--- src/rtl/bram_fifo_ctrl.sv ---
// Ready/valid FWFT FIFO controller driving a dual-port, 1-cycle-latency BRAM,
// with a 2-entry prefetch buffer. Optional peak-occupancy tracking via FIFO_STATS_EN.
module bram_fifo_ctrl #(
    parameter int DATA_WIDTH = 32,
    parameter int ADDR_WIDTH = 8
) (
    input  logic                  clock,
    input  logic                  reset,
    input  logic                  push_valid,
    output logic                  push_ready,
    input  logic [DATA_WIDTH-1:0] push_data,
    output logic                  pop_valid,
    input  logic                  pop_ready,
    output logic [DATA_WIDTH-1:0] pop_data,
    output logic [ADDR_WIDTH+1:0] count,
    output logic                  bram_readEnable,
    output logic [ADDR_WIDTH-1:0] bram_readAddress,
    input  logic [DATA_WIDTH-1:0] bram_readData,
    output logic                  bram_writeEnable,
    output logic [ADDR_WIDTH-1:0] bram_writeAddress,
    output logic [DATA_WIDTH-1:0] bram_writeData,
    output logic [ADDR_WIDTH+1:0] high_water
);

    localparam int MEM_DEPTH = 1 << ADDR_WIDTH;
    localparam logic [ADDR_WIDTH:0] FULL_CNT = (ADDR_WIDTH+1)'(MEM_DEPTH);

    logic [ADDR_WIDTH-1:0] wr_ptr_q, wr_ptr_d;
    logic [ADDR_WIDTH-1:0] rd_ptr_q, rd_ptr_d;
    logic [ADDR_WIDTH:0]   bram_cnt_q, bram_cnt_d;
    logic                  inflight_q, inflight_d;
    logic [1:0]            buf_cnt_q, buf_cnt_d;
    logic                  buf_head_q, buf_head_d;
    logic [DATA_WIDTH-1:0] buf_data_q [2];
    logic [DATA_WIDTH-1:0] buf_data_d [2];
    logic [ADDR_WIDTH+1:0] count_q, count_d;

    logic       push_fire;
    logic       pop_fire;
    logic       rd_fire;
    logic       buf_tail;
    logic [2:0] slots_after_pop;

    assign push_ready = (bram_cnt_q != FULL_CNT);
    assign pop_valid  = (buf_cnt_q != 2'd0);
    assign pop_data   = buf_data_q[buf_head_q];
    assign count      = count_q;

    assign push_fire = push_valid & push_ready;
    assign pop_fire  = pop_valid & pop_ready;

    // A same-cycle pop frees a buffer slot, so it is credited before deciding to
    // prefetch; this keeps one read in flight every cycle when streaming.
    assign slots_after_pop = 3'(buf_cnt_q) + 3'(inflight_q) - 3'(pop_fire);
    assign rd_fire         = (bram_cnt_q != '0) & (slots_after_pop < 3'd2);

    assign bram_readEnable   = rd_fire;
    assign bram_readAddress  = rd_ptr_q;
    assign bram_writeEnable  = push_fire;
    assign bram_writeAddress = wr_ptr_q;
    assign bram_writeData    = push_data;

    // Captured word lands behind the current head; head+cnt mod 2.
    assign buf_tail = buf_head_q ^ buf_cnt_q[0];

    always_comb begin
        wr_ptr_d   = wr_ptr_q + ADDR_WIDTH'(push_fire);
        rd_ptr_d   = rd_ptr_q + ADDR_WIDTH'(rd_fire);
        bram_cnt_d = bram_cnt_q + (ADDR_WIDTH+1)'(push_fire) - (ADDR_WIDTH+1)'(rd_fire);
        inflight_d = rd_fire;
        buf_cnt_d  = buf_cnt_q + 2'(inflight_q) - 2'(pop_fire);
        buf_head_d = buf_head_q ^ pop_fire;
        count_d    = count_q + (ADDR_WIDTH+2)'(push_fire) - (ADDR_WIDTH+2)'(pop_fire);
        buf_data_d = buf_data_q;
        if (inflight_q) begin
            buf_data_d[buf_tail] = bram_readData;
        end
    end

    always_ff @(posedge clock or negedge reset) begin
        if (!reset) begin
            wr_ptr_q   <= '0;
            rd_ptr_q   <= '0;
            bram_cnt_q <= '0;
            inflight_q <= 1'b0;
            buf_cnt_q  <= 2'd0;
            buf_head_q <= 1'b0;
            count_q    <= '0;
        end else begin
            wr_ptr_q   <= wr_ptr_d;
            rd_ptr_q   <= rd_ptr_d;
            bram_cnt_q <= bram_cnt_d;
            inflight_q <= inflight_d;
            buf_cnt_q  <= buf_cnt_d;
            buf_head_q <= buf_head_d;
            count_q    <= count_d;
        end
    end

    genvar gi;
    generate
        for (gi = 0; gi < 2; gi++) begin : g_buf
            always_ff @(posedge clock or negedge reset) begin
                if (!reset) begin
                    buf_data_q[gi] <= '0;
                end else begin
                    buf_data_q[gi] <= buf_data_d[gi];
                end
            end
        end
    endgenerate

`ifdef FIFO_STATS_EN
    logic [ADDR_WIDTH+1:0] high_water_q, high_water_d;

    always_comb begin
        high_water_d = (count_d > high_water_q) ? count_d : high_water_q;
    end

    always_ff @(posedge clock or negedge reset) begin
        if (!reset) begin
            high_water_q <= '0;
        end else begin
            high_water_q <= high_water_d;
        end
    end

    assign high_water = high_water_q;
`else
    assign high_water = '0;
`endif

endmodule

--- config.mk ---
export PLATFORM = sky130hd
export DESIGN_NAME = bram_fifo_ctrl
export DESIGN_NICKNAME = d
export VERILOG_FILES = /design/src/rtl/bram_fifo_ctrl.sv
export SDC_FILE = /design/constraint.sdc
export NUM_CORES = 1
export LEC_CHECK = 0
export BUFFER_PORTS_ARGS = -buffer_cell sky130_fd_sc_hd__buf_2
export CORE_ASPECT_RATIO = 0.6
export CORE_MARGIN = 8
export CORE_UTILIZATION = 52
export DETAILED_ROUTE_END_ITERATION = 16
export PLACE_DENSITY = 0.84
export SKIP_CTS_REPAIR_TIMING = 1
export SLEW_MARGIN = 15
export SYNTH_ARGS = -nofsm -noshare
export SYNTH_HDL_FRONTEND = slang
export SYNTH_SLANG_ARGS = --single-unit
--- constraint.sdc ---
create_clock -name clock -period 4.5 [get_ports clock]
set_input_delay 0.225 -clock clock [delete_from_list [all_inputs] [get_ports clock]]
set_output_delay 0.225 -clock clock [all_outputs]
set_load 0.02 [all_outputs]
After elaboration in Yosys (flattened, before gate mapping)
Index checks and enable logic that the tools add are counted.

Bits in registers: 103. Bits in latches: 0. RAM bits: 0. Memory bits (read-only): 0. Output and inout port bits: 104. Logic and storage cells: 40. Memories: 0.

Add/subtract/negate cells: 10. $mul: 0. Divide/modulo/power cells: 0. Order comparisons: 4. Equal/unequal tests: 1. Shifts and indexed selects: 0. Mux-type cells: 6. Bitwise gates (word level): 7. Reductions and logical operators: 3.

Operators by type and width (number): 2-to-1 mux 32 bit (4); bitwise mux 64 bit (1); demux 32 bit (select 1 bit) (1); adder 8 x 1 -> 8 bit (2); adder 10 x 1 -> 10 bit (1); subtractor 10 x 1 -> 10 bit (1); adder 9 x 1 -> 9 bit (1); != test 9 bit (second input constant) (1); nonzero test 9 bit (1); subtractor 9 x 1 -> 9 bit (1); >= comparator 2 bit (second input constant) (2); inverter 1 -> 2 bit (2); adder 2 x 1 -> 3 bit (1); bitwise AND 1 bit (3); less-than comparator 3 x 2 -> 1 bit (second input constant) (1); subtractor 3 x 1 -> 3 bit (1); adder 2 x 1 -> 2 bit (1); less-than comparator 2 x 1 -> 1 bit (second input constant) (1); nonzero test 2 bit (1); subtractor 2 x 1 -> 2 bit (1); XOR 1 bit (2); logical AND 1 bit (1).

Depth between registers and ports, before layout
Gate-level depths: netlist of run 1.

Depth in word-level cells: 7. Depth in mapped cells: 18.

Least setup slack after synthesis of run 1
No wires, ideal clock.

Kind: reg2reg. From: register buf_cnt_q[1]. To: register bram_cnt_q[8]. Setup time: 0.124 ns. Arrival time: 3.953 ns. Data required time: 4.376 ns. Setup slack: 0.423 ns. Cell stages (with the launch flop): 19. Path buffers: 0. Period minus slack after synthesis: 4.077 ns. Cell sequence: dfrtp_1 -> or2_2 -> and2_1 -> ha_1 -> inv_1 -> ha_1 -> inv_1 -> fa_1 -> xnor2_1 -> nand2_1 -> a31oi_1 -> ha_1 -> inv_1 -> ha_1 -> fa_1 -> a21oi_1 -> o2111a_1 -> o2bb2ai_1 -> xnor2_1.

Cells in the longest elaborated chain, start to end: 6. Elaborated cells between the ends (all ways): 7.

Ends and longest elaborated chain: start, declared (line 32) `logic [1:0] buf_cnt_q, buf_cnt_d;`; start signal, assigned (line 94) `buf_cnt_q <= buf_cnt_d;`; nonzero test 2 bit (line 45) `assign pop_valid = (buf_cnt_q != 2'd0);`; via pop_valid (line 12) `output logic pop_valid,`; bitwise AND 1 bit (line 50) `assign pop_fire = pop_valid & pop_ready;`; subtractor 3 x 1 -> 3 bit (line 54) `assign slots_after_pop = 3'(buf_cnt_q) + 3'(inflight_q) - 3'(pop_fire);`; less-than comparator 3 x 2 -> 1 bit (line 55) `assign rd_fire = (bram_cnt_q != '0) & (slots_after_pop < 3'd2);`; bitwise AND 1 bit (line 55); via bram_readEnable (line 16) `output logic bram_readEnable,`; subtractor 9 x 1 -> 9 bit (line 69) `bram_cnt_d = bram_cnt_q + (ADDR_WIDTH+1)'(push_fire) - (ADDR_WIDTH+1)'(rd_fire);`; via bram_cnt_d[8] (line 30) `logic [ADDR_WIDTH:0] bram_cnt_q, bram_cnt_d;`; end signal, assigned (line 92) `bram_cnt_q <= bram_cnt_d;`; end, declared (line 30).

The timed path passes the listed nets, and every way through them passes these cells. A chain may end at the register's enable or synchronous reset.

Final worst setup path of run 1
From: register buf_cnt_q[1]. To: register bram_cnt_q[8].

Cells in the longest elaborated chain, start to end: 6. Elaborated cells between the ends (all ways): 7.

Ends and longest elaborated chain (line): branches (longest 2 deep; another with adder 2 x 1 -> 3 bit); subtractor 3 x 1 -> 3 bit (*) (54); less-than comparator 3 x 2 -> 1 bit (*) (55); bitwise AND 1 bit (*) (55); subtractor 9 x 1 -> 9 bit (*) (69); via bram_cnt_d[8] (30).

Mark *: on every way through the listed nets, which the timed path passes.

==> results of run 1 <==
==> placed cells by master, fill, tap and decap left out, types with 7 or more instances in the layout <==
| cell | instances |
|---|---|
| sky130_fd_sc_hd__mux2_2 | 66 |
| sky130_fd_sc_hd__inv_1 | 31 |
| sky130_fd_sc_hd__a21oi_1 | 7 |
| sky130_fd_sc_hd__xnor2_1 | 19 |
| sky130_fd_sc_hd__nand2_1 | 10 |
| sky130_fd_sc_hd__buf_2 | 96 |
| sky130_fd_sc_hd__clkbuf_16 | 9 |
| sky130_fd_sc_hd__xor2_1 | 12 |
| sky130_fd_sc_hd__nand3_1 | 8 |
| sky130_fd_sc_hd__nor2_1 | 9 |
| sky130_fd_sc_hd__mux2_4 | 30 |
| sky130_fd_sc_hd__ha_1 | 28 |
| sky130_fd_sc_hd__dfrtp_1 | 103 |
| sky130_fd_sc_hd__conb_1 | 10 |
==> how the worst min path moves through the flow <==
stage	end	cells after the start	from
2_1_floorplan	bram_cnt_q[0]$_DFF_PN0_	0	reset
5_1_grt	buf_data_q[30]$_DFFE_PN0P_	1	reset
3_3_place_gp	buf_data_q[56]$_DFFE_PN0P_	1	reset
4_1_cts	buf_data_q[30]$_DFFE_PN0P_	1	reset
6_report	buf_data_q[56]$_DFFE_PN0P_	1	reset
3_5_place_dp	buf_data_q[26]$_DFFE_PN0P_	1	reset
==> layer usage <==
layer	vias up	part of all wire (%)
li1	1515	-
met1	1655	45
met2	111	47
met3	17	6.4
met4	0	1.4
met5	-	0
==> power by group through the flow <==
| stage | Combinational, mW | Clock (mW) | Sequential, mW |
|---|---|---|---|
| after floorplan | 2.46 | 0 | 1.78 |
| after global placement | 3.11 | 0 | 1.70 |
| after detailed placement | 3.27 | 0 | 1.74 |
| after CTS | 3.28 | 0.760 | 1.73 |
| after global routing | 3.55 | 0.797 | 1.79 |
| final | 3.25 | 0.740 | 1.73 |
==> cell type report <==
type,count,area (um^2)
inverter,31,116
timing repair buffer,100,510
fill,853,4350
clock buffer,9,225
clock inverter,7,56.3
tap,139,174
sequential,103,2580
multi-input combinational,242,2370
==> metrics by stage <==
stage	instance area, um^2	utilization (%)	total power [mW]
5_1_grt	6030	58.1	6.14
4_1_cts	6030	58.1	5.78
3_5_place_dp	5740	55.4	5.01
6_report	6030	58.1	5.72
3_3_place_gp	5740	55.4	4.81
2_1_floorplan	5480	-	4.24
==> synth_stat cells (all sizes together) <==
master / instances / area (um^2)
dfrtp: 103 / 2580
mux2: 96 / 1190
buf: 50 / 413
inv: 31 / 116
ha: 28 / 350
xnor2: 19 / 166
xor2: 12 / 105
nand2: 10 / 37.5
nor2: 9 / 33.8
nand3: 8 / 40.0
a21oi: 7 / 35.0
and3: 4 / 25.0
nand3b: 4 / 30.0
and2: 3 / 18.8
clkbuf: 3 / 11.3
fa: 3 / 60.1
nor3: 3 / 15.0
o211ai: 3 / 22.5
or3: 3 / 18.8
a2111oi: 2 / 36.3
a21o: 2 / 15.0
a31oi: 2 / 12.5
and4: 2 / 17.5
nand4: 2 / 12.5
o41ai: 2 / 17.5
or2: 2 / 12.5
conb: 1 / 3.75
nand2b: 1 / 6.26
o2111a: 1 / 11.3
o211a: 1 / 10.0
o21bai: 1 / 7.51
o2bb2ai: 1 / 8.76
or3b: 1 / 8.76
==> cell families after synthesis <==
group | share of synthesized area [%]
adders and majority gates | 7.53
muxes | 21.9
xor gates and xnor gates | 4.98
DFF | 47.3
AOI/OAI and AO/OA | 3.24
other | 0.0688
and+or+nand+nor | 5.07
buffers and inverters | 9.92
==> sequential cells by signal, indices dropped and copies added (netlist names) <==
register,count
bram_readAddress,8
buf_head_q,1
count,10
bram_writeAddress,8
buf_data_q,64
inflight_q,1
buf_cnt_q,2
bram_cnt_q,9
==> flow_metrics.env, run 1 <==
export IMPL_tritoncts_num_sinks=103
export IMPL_syn_std_cell_area_um2=5450
export IMPL_power_per_cell_area_nw_per_um2=949
export IMPL_synth_cell_types=39
export IMPL_global_route_overflow_total=0
export IMPL_crit_cells=18
export IMPL_worstReg2RegStart="buf_cnt_q[1]$_DFF_PN0_"
export IMPL_floorplan_rows=29
export IMPL_worst_setup_path_end_kind="flip-flop"
export IMPL_reg2reg_to="bram_cnt_q[8]$_DFF_PN0_"
export IMPL_timing_critical_path_to="bram_cnt_q[8]$_DFF_PN0_"
export IMPL_crit_arrival_ns=4.31
export IMPL_max_vdd_ir_drop_mv=0.413
export IMPL_h_tree_depth=3
export IMPL_route_vias_total=3298
export IMPL_detailed_place_hpwl_um=8110
export IMPL_fraction_of_power_consumed_by_combinational_cells_pct=56.8
export IMPL_fmaxAchievable_ghz=0.247
export IMPL_remaining_drc_errors=0
export IMPL_setup_viol=0
export IMPL_cp_common_cell="sky130_fd_sc_hd__ha_1"
export IMPL_p_leak_nw=2.98
export IMPL_period_needed_ns=4.05
export IMPL_rsz0062_at_grt="no"
export IMPL_firstDrtPassIters=5
export IMPL_timing_worst_slew_pin_value_ns=0.815
export IMPL_power_share_clock_pct=12.9
export IMPL_post_detailed_routing_wire_length_um=11100
export IMPL_final_nets=586
export IMPL_yosys_warnings=0
export IMPL_wire_per_inst_um=17.6
export IMPL_largest_net_degree_at_the_start_of_global_routing=63
export IMPL_finalClockSkew_ns=0.00775
export IMPL_grt_busiest_layer="met2"
export IMPL_dieArea_um2=14100
export IMPL_via_count_of_the_first_global_routing_pass=3592
export IMPL_initial_antenna_violation_count=0
export IMPL_cts_tree="done"
export IMPL_place_worst_setup_slack_ns=0.517
export IMPL_netlist_instances=420
export IMPL_slowest_stage_delay_cp_ns=0.42
export IMPL_critical_path_top_delay_family="adder cells"
export IMPL_synth_yosys_seq_area_share_pct=47.3
export IMPL_drt_initial_drc_count=116
export IMPL_setup_reg_to_reg_worst_slack_ns=0.45
export IMPL_internal_power_mw=3.35
export IMPL_worst_path_buf_inv=3
export IMPL_yosys_register_bits=103
export IMPL_grt_pass1_wl_um=18000
export IMPL_maximum_count_of_clock_buffers_along_a_single_path=2
export IMPL_worstPathRequired_ns=4.77
export IMPL_worst_setup_path_type="flip-flop to flip-flop"
export IMPL_ant_nets=0
export IMPL_max_slew_headroom_pct=45.7
export IMPL_die_width_um=148
export IMPL_part_of_the_total_power_dissipated_in_sequential_elements_pct=30.3
export IMPL_path_cells="or2_2 > and2_1 > ha_1 > inv_1 > ha_1 > inv_1 > fa_1 > xnor2_1 > nand2_1 > a31oi_1 > ha_1 > inv_1 > ha_1 > fa_1 > a21oi_1 > o2111a_1 > o2bb2ai_1 > xnor2_1"
export IMPL_area_delta_synth_final_pct=10.6
export IMPL_power_net_switching_mw=2.37
export IMPL_critPathLaunchType="flip-flop"
export IMPL_gp_congestion=0.841
export IMPL_slew_viol_final=0
export IMPL_placed_cells_incl_taps=615
export IMPL_status="finished, violations left"
export IMPL_layout_drive_gt1_share_pct=43.7
export IMPL_cts_inserted_buffers=9
export IMPL_dieHeight_um=95.3
export IMPL_setup_tns_ns=0
export IMPL_clk_insertion_delay_late_ns=0.34
export IMPL_cts_root_buf="sky130_fd_sc_hd__clkbuf_16"
export IMPL_track_usage_pct=16.1
export IMPL_finish_cell_count_without_fillers=631
export IMPL_start_util_pct=52.5
export IMPL_grtUsageMet2_pct=25.8
export IMPL_clkSlewWorstSetupHoldPaths_ns=0.07
export IMPL_grtUsageMet3_pct=5.88
export IMPL_pin_count=172
export IMPL_cp_startpoint="buf_cnt_q[1]$_DFF_PN0_"
export IMPL_core_region_area_um2=10400
export IMPL_report_final_hold_viol_count=45
export IMPL_max_cap_viol_count=0
export IMPL_switching_share_pct=41.5
export IMPL_vias_per_cell=5.23
export IMPL_hold_path_class="primary input to asynchronous set/reset pin"
export IMPL_critPathSlowestCell="sky130_fd_sc_hd__dfrtp_1"
export IMPL_final_hold_slack_ns=-0.0199
export IMPL_failed_checks="negative hold slack"
export IMPL_number_of_cell_instances_on_the_worst_register_to_register_path=18
export IMPL_number_of_buffer_cells_added_on_primary_ports=97
export IMPL_fin_crit_sh_pct=89.9
export IMPL_insertedDiodeCount=0
export IMPL_final_setup_worst_slack_ns=0.454
export IMPL_timing_critical_path_fanout_max=4
export IMPL_grt_met1_usage_pct=20.0
export IMPL_synth_avg_cell_area_um2=13.0
No activity file was read; power rests on OpenSTA's default activity.
==> inputs of run 2 (changes only) <==
--- a/config.mk
+++ b/config.mk
@@ -6,11 +6,12 @@
 export NUM_CORES = 1
 export LEC_CHECK = 0
 export BUFFER_PORTS_ARGS = -buffer_cell sky130_fd_sc_hd__buf_2
-export CORE_ASPECT_RATIO = 0.6
+export CORE_ASPECT_RATIO = 1.5
 export CORE_MARGIN = 8
 export CORE_UTILIZATION = 52
 export DETAILED_ROUTE_END_ITERATION = 16
 export PLACE_DENSITY = 0.84
+export RECOVER_POWER = 25
 export SKIP_CTS_REPAIR_TIMING = 1
 export SLEW_MARGIN = 15
 export SYNTH_ARGS = -nofsm -noshare
==> flow_metrics.env, run 2 (synthesis gave the netlist of run 1 again) <==
export IMPL_area_delta_synth_final_pct=10.9
export IMPL_slew_viol_final=53
export IMPL_post_detailed_routing_wire_length_um=10400
export IMPL_critical_path_top_delay_family="adder cells"
export IMPL_number_of_buffer_cells_added_on_primary_ports=97
export IMPL_regMostFlops="buf_data_q"
export IMPL_floorplan_rows=46
export IMPL_insertedDiodeCount=0
export IMPL_h_tree_depth=3
export IMPL_firstDrtPassIters=7
export IMPL_final_nets=587
export IMPL_hold_path_class="primary input to flip-flop"
export IMPL_maxUsedRoutingLayer="met4"
export IMPL_timing_critical_path_fanout_max=4
export IMPL_largest_reg_flops=64
export IMPL_pin_count=172
export IMPL_finalClockSkew_ns=0.00776
export IMPL_global_route_overflow_total=0
export IMPL_track_usage_pct=15.7
export IMPL_wire_per_inst_um=16.3
export IMPL_path_cells="or2_2 > and2_1 > ha_1 > inv_1 > ha_1 > inv_1 > fa_1 > xnor2_1 > nand2_1 > a31oi_1 > ha_1 > inv_1 > ha_1 > fa_1 > a21oi_1 > o2111a_1 > o2bb2ai_1 > xnor2_1"
export IMPL_remaining_drc_errors=0
export IMPL_worstPathRequired_ns=4.75
export IMPL_rsz0062_at_grt="no"
export IMPL_crit_arrival_ns=4.25
export IMPL_largest_net_degree_at_the_start_of_global_routing=53
export IMPL_ant_nets=0
export IMPL_worst_path_buf_inv=3
export IMPL_route_vias_total=3263
export IMPL_gp_congestion=0.852
export IMPL_critPathSlowestCell="sky130_fd_sc_hd__fa_1"
export IMPL_setup_tns_ns=0
export IMPL_clkSlewWorstSetupHoldPaths_ns=0.07
export IMPL_cp_common_cell="sky130_fd_sc_hd__ha_1"
export IMPL_finalCoreUtilization_pct=58.0
export IMPL_slowest_stage_delay_cp_ns=0.41
export IMPL_fmaxAchievable_ghz=0.250
export IMPL_p_leak_nw=2.99
export IMPL_max_vdd_ir_drop_mv=0.550
export IMPL_multi_input_comb_area_um2=2370
export IMPL_cts_root_buf="sky130_fd_sc_hd__clkbuf_16"
export IMPL_fin_crit_sh_pct=88.8
export IMPL_maximum_count_of_clock_buffers_along_a_single_path=2
export IMPL_max_cap_viol_count=1
export IMPL_area_sequential_um2=2580
export IMPL_timing_worst_slew_pin_value_ns=2.83
export IMPL_cts_tree="done"
export IMPL_worst_setup_path_end_kind="flip-flop"
export IMPL_initial_antenna_violation_count=0
export IMPL_core_region_area_um2=10400
export IMPL_tritoncts_num_sinks=103
export IMPL_layout_commonest_cell="sky130_fd_sc_hd__dfrtp_1"
export IMPL_fillers=837
export IMPL_wl_met2_um=5570
export IMPL_start_util_pct=52.3
export IMPL_met1_length_um=4030
export IMPL_report_final_hold_viol_count=0
export IMPL_die_width_um=99.6
export IMPL_grt_pass1_wl_um=17800
export IMPL_worst_setup_path_type="flip-flop to flip-flop"
export IMPL_power_per_cell_area_nw_per_um2=937
export IMPL_period_needed_ns=4.00
export IMPL_max_slew_headroom_pct=-88.8
export IMPL_dieHeight_um=141
export IMPL_drt_initial_drc_count=79
export IMPL_dieArea_um2=14100
export IMPL_cts_inserted_buffers=9
export IMPL_most_common_layout_cells="103 x sky130_fd_sc_hd__dfrtp_1, 96 x sky130_fd_sc_hd__buf_2, 66 x sky130_fd_sc_hd__mux2_2, 31 x sky130_fd_sc_hd__inv_1, 30 x sky130_fd_sc_hd__mux2_4"
export IMPL_vias_per_cell=5.13
export IMPL_detailed_place_hpwl_um=7710
export IMPL_setup_viol=0
export IMPL_clk_insertion_delay_late_ns=0.33
export IMPL_status="finished, violations left"
export IMPL_layout_drive_gt1_share_pct=43.3
export IMPL_failed_checks="max-capacitance violations, max-slew violations"
export IMPL_wl_met3_um=594
export IMPL_via_count_of_the_first_global_routing_pass=3697
export IMPL_critPathLaunchType="flip-flop"
-- run 2: cell count changes in the layout (fill, tap and decap cells not counted), sizes merged --
cell / change
buf: -1
clkinv: +2
clkbuf: +1
dlygate4sd3: +1
clkinvlp: -2
inv: -2
bufinv: +1
-- run 2: cell type report --
class                   count  area share, %
well taps                 144           2.98
repair buffers            101           8.55
multi-input cells         242           39.2
flip-flops and latches    103           42.7
clock buffers               9           3.73
inverters                  31           1.93
clock inverters             6           1.01
-- run 2: routing by layer --
metal / up-vias / track usage, %
met4: 0 / 7.53
met3: 18 / 4.46
met1: 1630 / 17.0
met5: - / 0
met2: 97 / 27.3
li1: 1518 / -
-- run 2: through the flow --
stage	total power, mW	area, um^2	std cells	worst slack [ns]	hold WS [ns]
after floorplan	4.24	5480	429	0.423	-0.0706
after global placement	4.81	5750	620	0.641	0.293
after detailed placement	4.95	5750	620	0.490	0.310
after CTS	5.74	6040	635	0.473	-0.0560
after global routing	6.10	6040	636	0.168	0.116
final	5.66	6040	636	0.503	0.132
-- run 2: final timing paths --
| kind | from | to | slack (ns) | cells after the start |
|---|---|---|---|---|
| setup / recovery | buf_cnt_q[0]$_DFF_PN0_ | bram_cnt_q[8]$_DFF_PN0_ | 0.50 | 18 |
| hold / removal | bram_readData[9] | buf_data_q[41]$_DFFE_PN0P_ | 0.13 | 2 |
| min in group asynchronous | reset | bram_cnt_q[4]$_DFF_PN0_ | 1.34 | 2 |
| setup reg to reg | buf_cnt_q[0]$_DFF_PN0_ | bram_cnt_q[8]$_DFF_PN0_ | 0.50 | 18 |
| hold reg to reg | bram_readAddress[7]$_DFF_PN0_ | bram_readAddress[7]$_DFF_PN0_ | 0.48 | 1 |
| max in group asynchronous | reset | buf_data_q[16]$_DFFE_PN0P_ | 1.32 | 3 |
-- run 2: report_power, final --
| part | total (mW) | switching [mW] | internal [mW] |
|---|---|---|---|
| Clock | 0.752 | 0.325 | 0.427 |
| Combinational | 3.19 | 1.66 | 1.54 |
| Sequential | 1.72 | 0.288 | 1.43 |
==> inputs of run 3 (changes only) <==
--- a/config.mk
+++ b/config.mk
@@ -6,7 +6,6 @@
 export NUM_CORES = 1
 export LEC_CHECK = 0
 export BUFFER_PORTS_ARGS = -buffer_cell sky130_fd_sc_hd__buf_2
-export CORE_ASPECT_RATIO = 1.5
 export CORE_MARGIN = 8
 export CORE_UTILIZATION = 52
 export DETAILED_ROUTE_END_ITERATION = 16
==> flow_metrics.env, run 3 (synthesis gave the netlist of run 1 again) <==
export IMPL_final_nets=587
export IMPL_layout_commonest_cell="sky130_fd_sc_hd__dfrtp_1"
export IMPL_crit_arrival_ns=4.36
export IMPL_hold_path_class="primary input to flip-flop"
export IMPL_power_net_switching_mw=2.31
export IMPL_vias_per_cell=5.18
export IMPL_setup_viol=0
export IMPL_area_sequential_um2=2580
export IMPL_setup_tns_ns=0
export IMPL_fraction_of_power_consumed_by_combinational_cells_pct=58.5
export IMPL_failed_checks="max-capacitance violations, max-slew violations"
export IMPL_path_cells="or2_2 > and2_1 > ha_1 > inv_1 > ha_1 > inv_1 > fa_1 > xnor2_1 > nand2_1 > a31oi_1 > ha_1 > inv_1 > ha_1 > fa_1 > a21oi_1 > o2111a_1 > o2bb2ai_1 > xnor2_1"
export IMPL_fillers=846
export IMPL_hold_end="buf_data_q[49]$_DFFE_PN0P_"
export IMPL_ant_nets=0
export IMPL_h_tree_depth=3
export IMPL_part_of_the_total_power_dissipated_in_sequential_elements_pct=31.3
export IMPL_number_of_buffer_cells_added_on_primary_ports=97
export IMPL_postLayoutCellArea_um2=5930
export IMPL_dieHeight_um=118
export IMPL_via_count_of_the_first_global_routing_pass=3697
export IMPL_hold_path_depth=2
export IMPL_fin_crit_sh_pct=90.5
export IMPL_track_usage_pct=15.4
export IMPL_drt_initial_drc_count=137
export IMPL_critPathSlowestCell="sky130_fd_sc_hd__dfrtp_1"
export IMPL_worstPathRequired_ns=4.79
export IMPL_floorplan_rows=37
export IMPL_finalClockSkew_ns=0.00695
export IMPL_worst_setup_path_type="flip-flop to flip-flop"
export IMPL_most_common_layout_cells="103 x sky130_fd_sc_hd__dfrtp_1, 96 x sky130_fd_sc_hd__buf_2, 66 x sky130_fd_sc_hd__mux2_2, 31 x sky130_fd_sc_hd__inv_1, 30 x sky130_fd_sc_hd__mux2_4"
export IMPL_slew_viol_final=62
export IMPL_gp_congestion=0.824
export IMPL_timing_critical_path_fanout_max=4
export IMPL_p_leak_nw=2.95
export IMPL_initial_antenna_violation_count=0
export IMPL_tritoncts_num_sinks=103
export IMPL_largest_reg_flops=64
export IMPL_cts_inserted_buffers=9
export IMPL_firstDrtPassIters=4
export IMPL_wire_per_inst_um=17.0
export IMPL_grt_pass1_wl_um=18000
export IMPL_worstReg2RegStart="buf_cnt_q[0]$_DFF_PN0_"
export IMPL_global_route_overflow_total=0
export IMPL_fmaxAchievable_ghz=0.246
export IMPL_cts_root_buf="sky130_fd_sc_hd__clkbuf_8"
export IMPL_placedInstanceArea_um2=5740
export IMPL_max_cap_viol_count=1
export IMPL_detailed_place_hpwl_um=7640
export IMPL_rsz0062_at_grt="no"
export IMPL_multi_input_comb_area_um2=2370
export IMPL_report_final_hold_viol_count=0
export IMPL_worst_setup_path_end_kind="flip-flop"
export IMPL_insertedDiodeCount=0
export IMPL_min_delay_start="bram_readData[17]"
export IMPL_core_region_area_um2=10200
export IMPL_max_slew_headroom_pct=-120
export IMPL_maximum_count_of_clock_buffers_along_a_single_path=2
export IMPL_power_share_clock_pct=10.2
export IMPL_remaining_drc_errors=0
export IMPL_regMostFlops="buf_data_q"
export IMPL_internal_power_mw=3.19
export IMPL_setup_reg_to_reg_worst_slack_ns=0.43
export IMPL_pin_count=172
export IMPL_critPathLaunchType="flip-flop"
export IMPL_area_delta_synth_final_pct=8.86
export IMPL_period_needed_ns=4.07
export IMPL_post_detailed_routing_wire_length_um=10700
export IMPL_start_util_pct=53.3
export IMPL_switching_share_pct=42.0
export IMPL_slowest_stage_delay_cp_ns=0.43
export IMPL_timing_worst_slew_pin_value_ns=3.30
export IMPL_clk_insertion_delay_late_ns=0.36
export IMPL_max_vdd_ir_drop_mv=0.442
export IMPL_largest_net_degree_at_the_start_of_global_routing=62
export IMPL_dieArea_um2=14000
export IMPL_cp_common_cell="sky130_fd_sc_hd__ha_1"
export IMPL_reg2reg_to="bram_cnt_q[8]$_DFF_PN0_"
export IMPL_layout_drive_gt1_share_pct=43.4
export IMPL_die_width_um=118
export IMPL_route_vias_total=3260
export IMPL_number_of_cell_instances_on_the_worst_register_to_register_path=18
export IMPL_cts_tree="done"
export IMPL_clkSlewWorstSetupHoldPaths_ns=0.10
export IMPL_power_per_cell_area_nw_per_um2=926
export IMPL_status="finished, violations left"
run 3: cell types whose count changed in the layout (fill, tap and decap cells not counted), sizes merged:
cell	delta
bufinv	-1
clkinvlp	-1
inv	+3
clkbuf	+1
clkinv	-1
run 3: worst max-delay path, delay by kind of cell, from the launching register on:
family | cells | cell delay [ns]
xor gates and xnor gates | 2 | 0.28
adders and majority gates | 6 | 1.60
DFF | 1 | 0.43
and+or+nand+nor | 3 | 0.59
AOI/OAI and AO/OA | 4 | 0.93
buffers and inverters | 3 | 0.16
run 3: area by class of cell:
class	instances	area share, %
Multi-Input combinational cell	242	39.9
Timing Repair Buffer	101	8.71
Clock inverter	6	0.822
Clock buffer	10	2.32
Tap cell	136	2.87
Inverter	31	1.96
Sequential cell	103	43.4
run 3: how the worst max path moves through the flow:
stage                                 from                       to  slack, ns  cells after the start
floorplan           buf_cnt_q[1]$_DFF_PN0_  bram_cnt_q[8]$_DFF_PN0_       0.42                     18
global placement    buf_cnt_q[1]$_DFF_PN0_  bram_cnt_q[8]$_DFF_PN0_       0.67                     18
detailed placement  buf_cnt_q[0]$_DFF_PN0_  bram_cnt_q[8]$_DFF_PN0_       0.46                     18
CTS                 buf_cnt_q[0]$_DFF_PN0_  bram_cnt_q[8]$_DFF_PN0_       0.42                     18
global route        buf_cnt_q[0]$_DFF_PN0_  bram_cnt_q[8]$_DFF_PN0_       0.14                     18
finish              buf_cnt_q[0]$_DFF_PN0_  bram_cnt_q[8]$_DFF_PN0_       0.43                     18
run 3: routing by layer:
layer | track usage (%) | share of wire (%) | vias up | wire [um]
met5 | 0 | 0 | - | 0
met4 | 4.74 | 1.4 | 0 | 149
met3 | 4.85 | 5.7 | 20 | 609
met2 | 25.7 | 48 | 82 | 5110
met1 | 18.7 | 45 | 1646 | 4800
li1 | - | - | 1512 | -
run 3: through the flow:
step | hold slack [ns] | power, mW | utilization, % | std cells | worst slack, ns
6_report | 0.101 | 5.50 | 58.0 | 629 | 0.427
4_1_cts | -0.0527 | 5.55 | 57.9 | 628 | 0.424
3_5_place_dp | 0.365 | 4.97 | 56.1 | 612 | 0.462
3_3_place_gp | 0.343 | 4.81 | 56.1 | 612 | 0.666
2_1_floorplan | -0.0706 | 4.24 | - | 429 | 0.423
5_1_grt | 0.0763 | 5.92 | 58.0 | 629 | 0.138
run 3: power groups by stage:
stage          combinational [mW]  sequential, mW  clock, mW
6_report                     3.22            1.72      0.562
3_5_place_dp                 3.23            1.74          0
3_3_place_gp                 3.12            1.69          0
2_1_floorplan                2.46            1.78          0
5_1_grt                      3.53            1.78      0.615
4_1_cts                      3.25            1.72      0.578
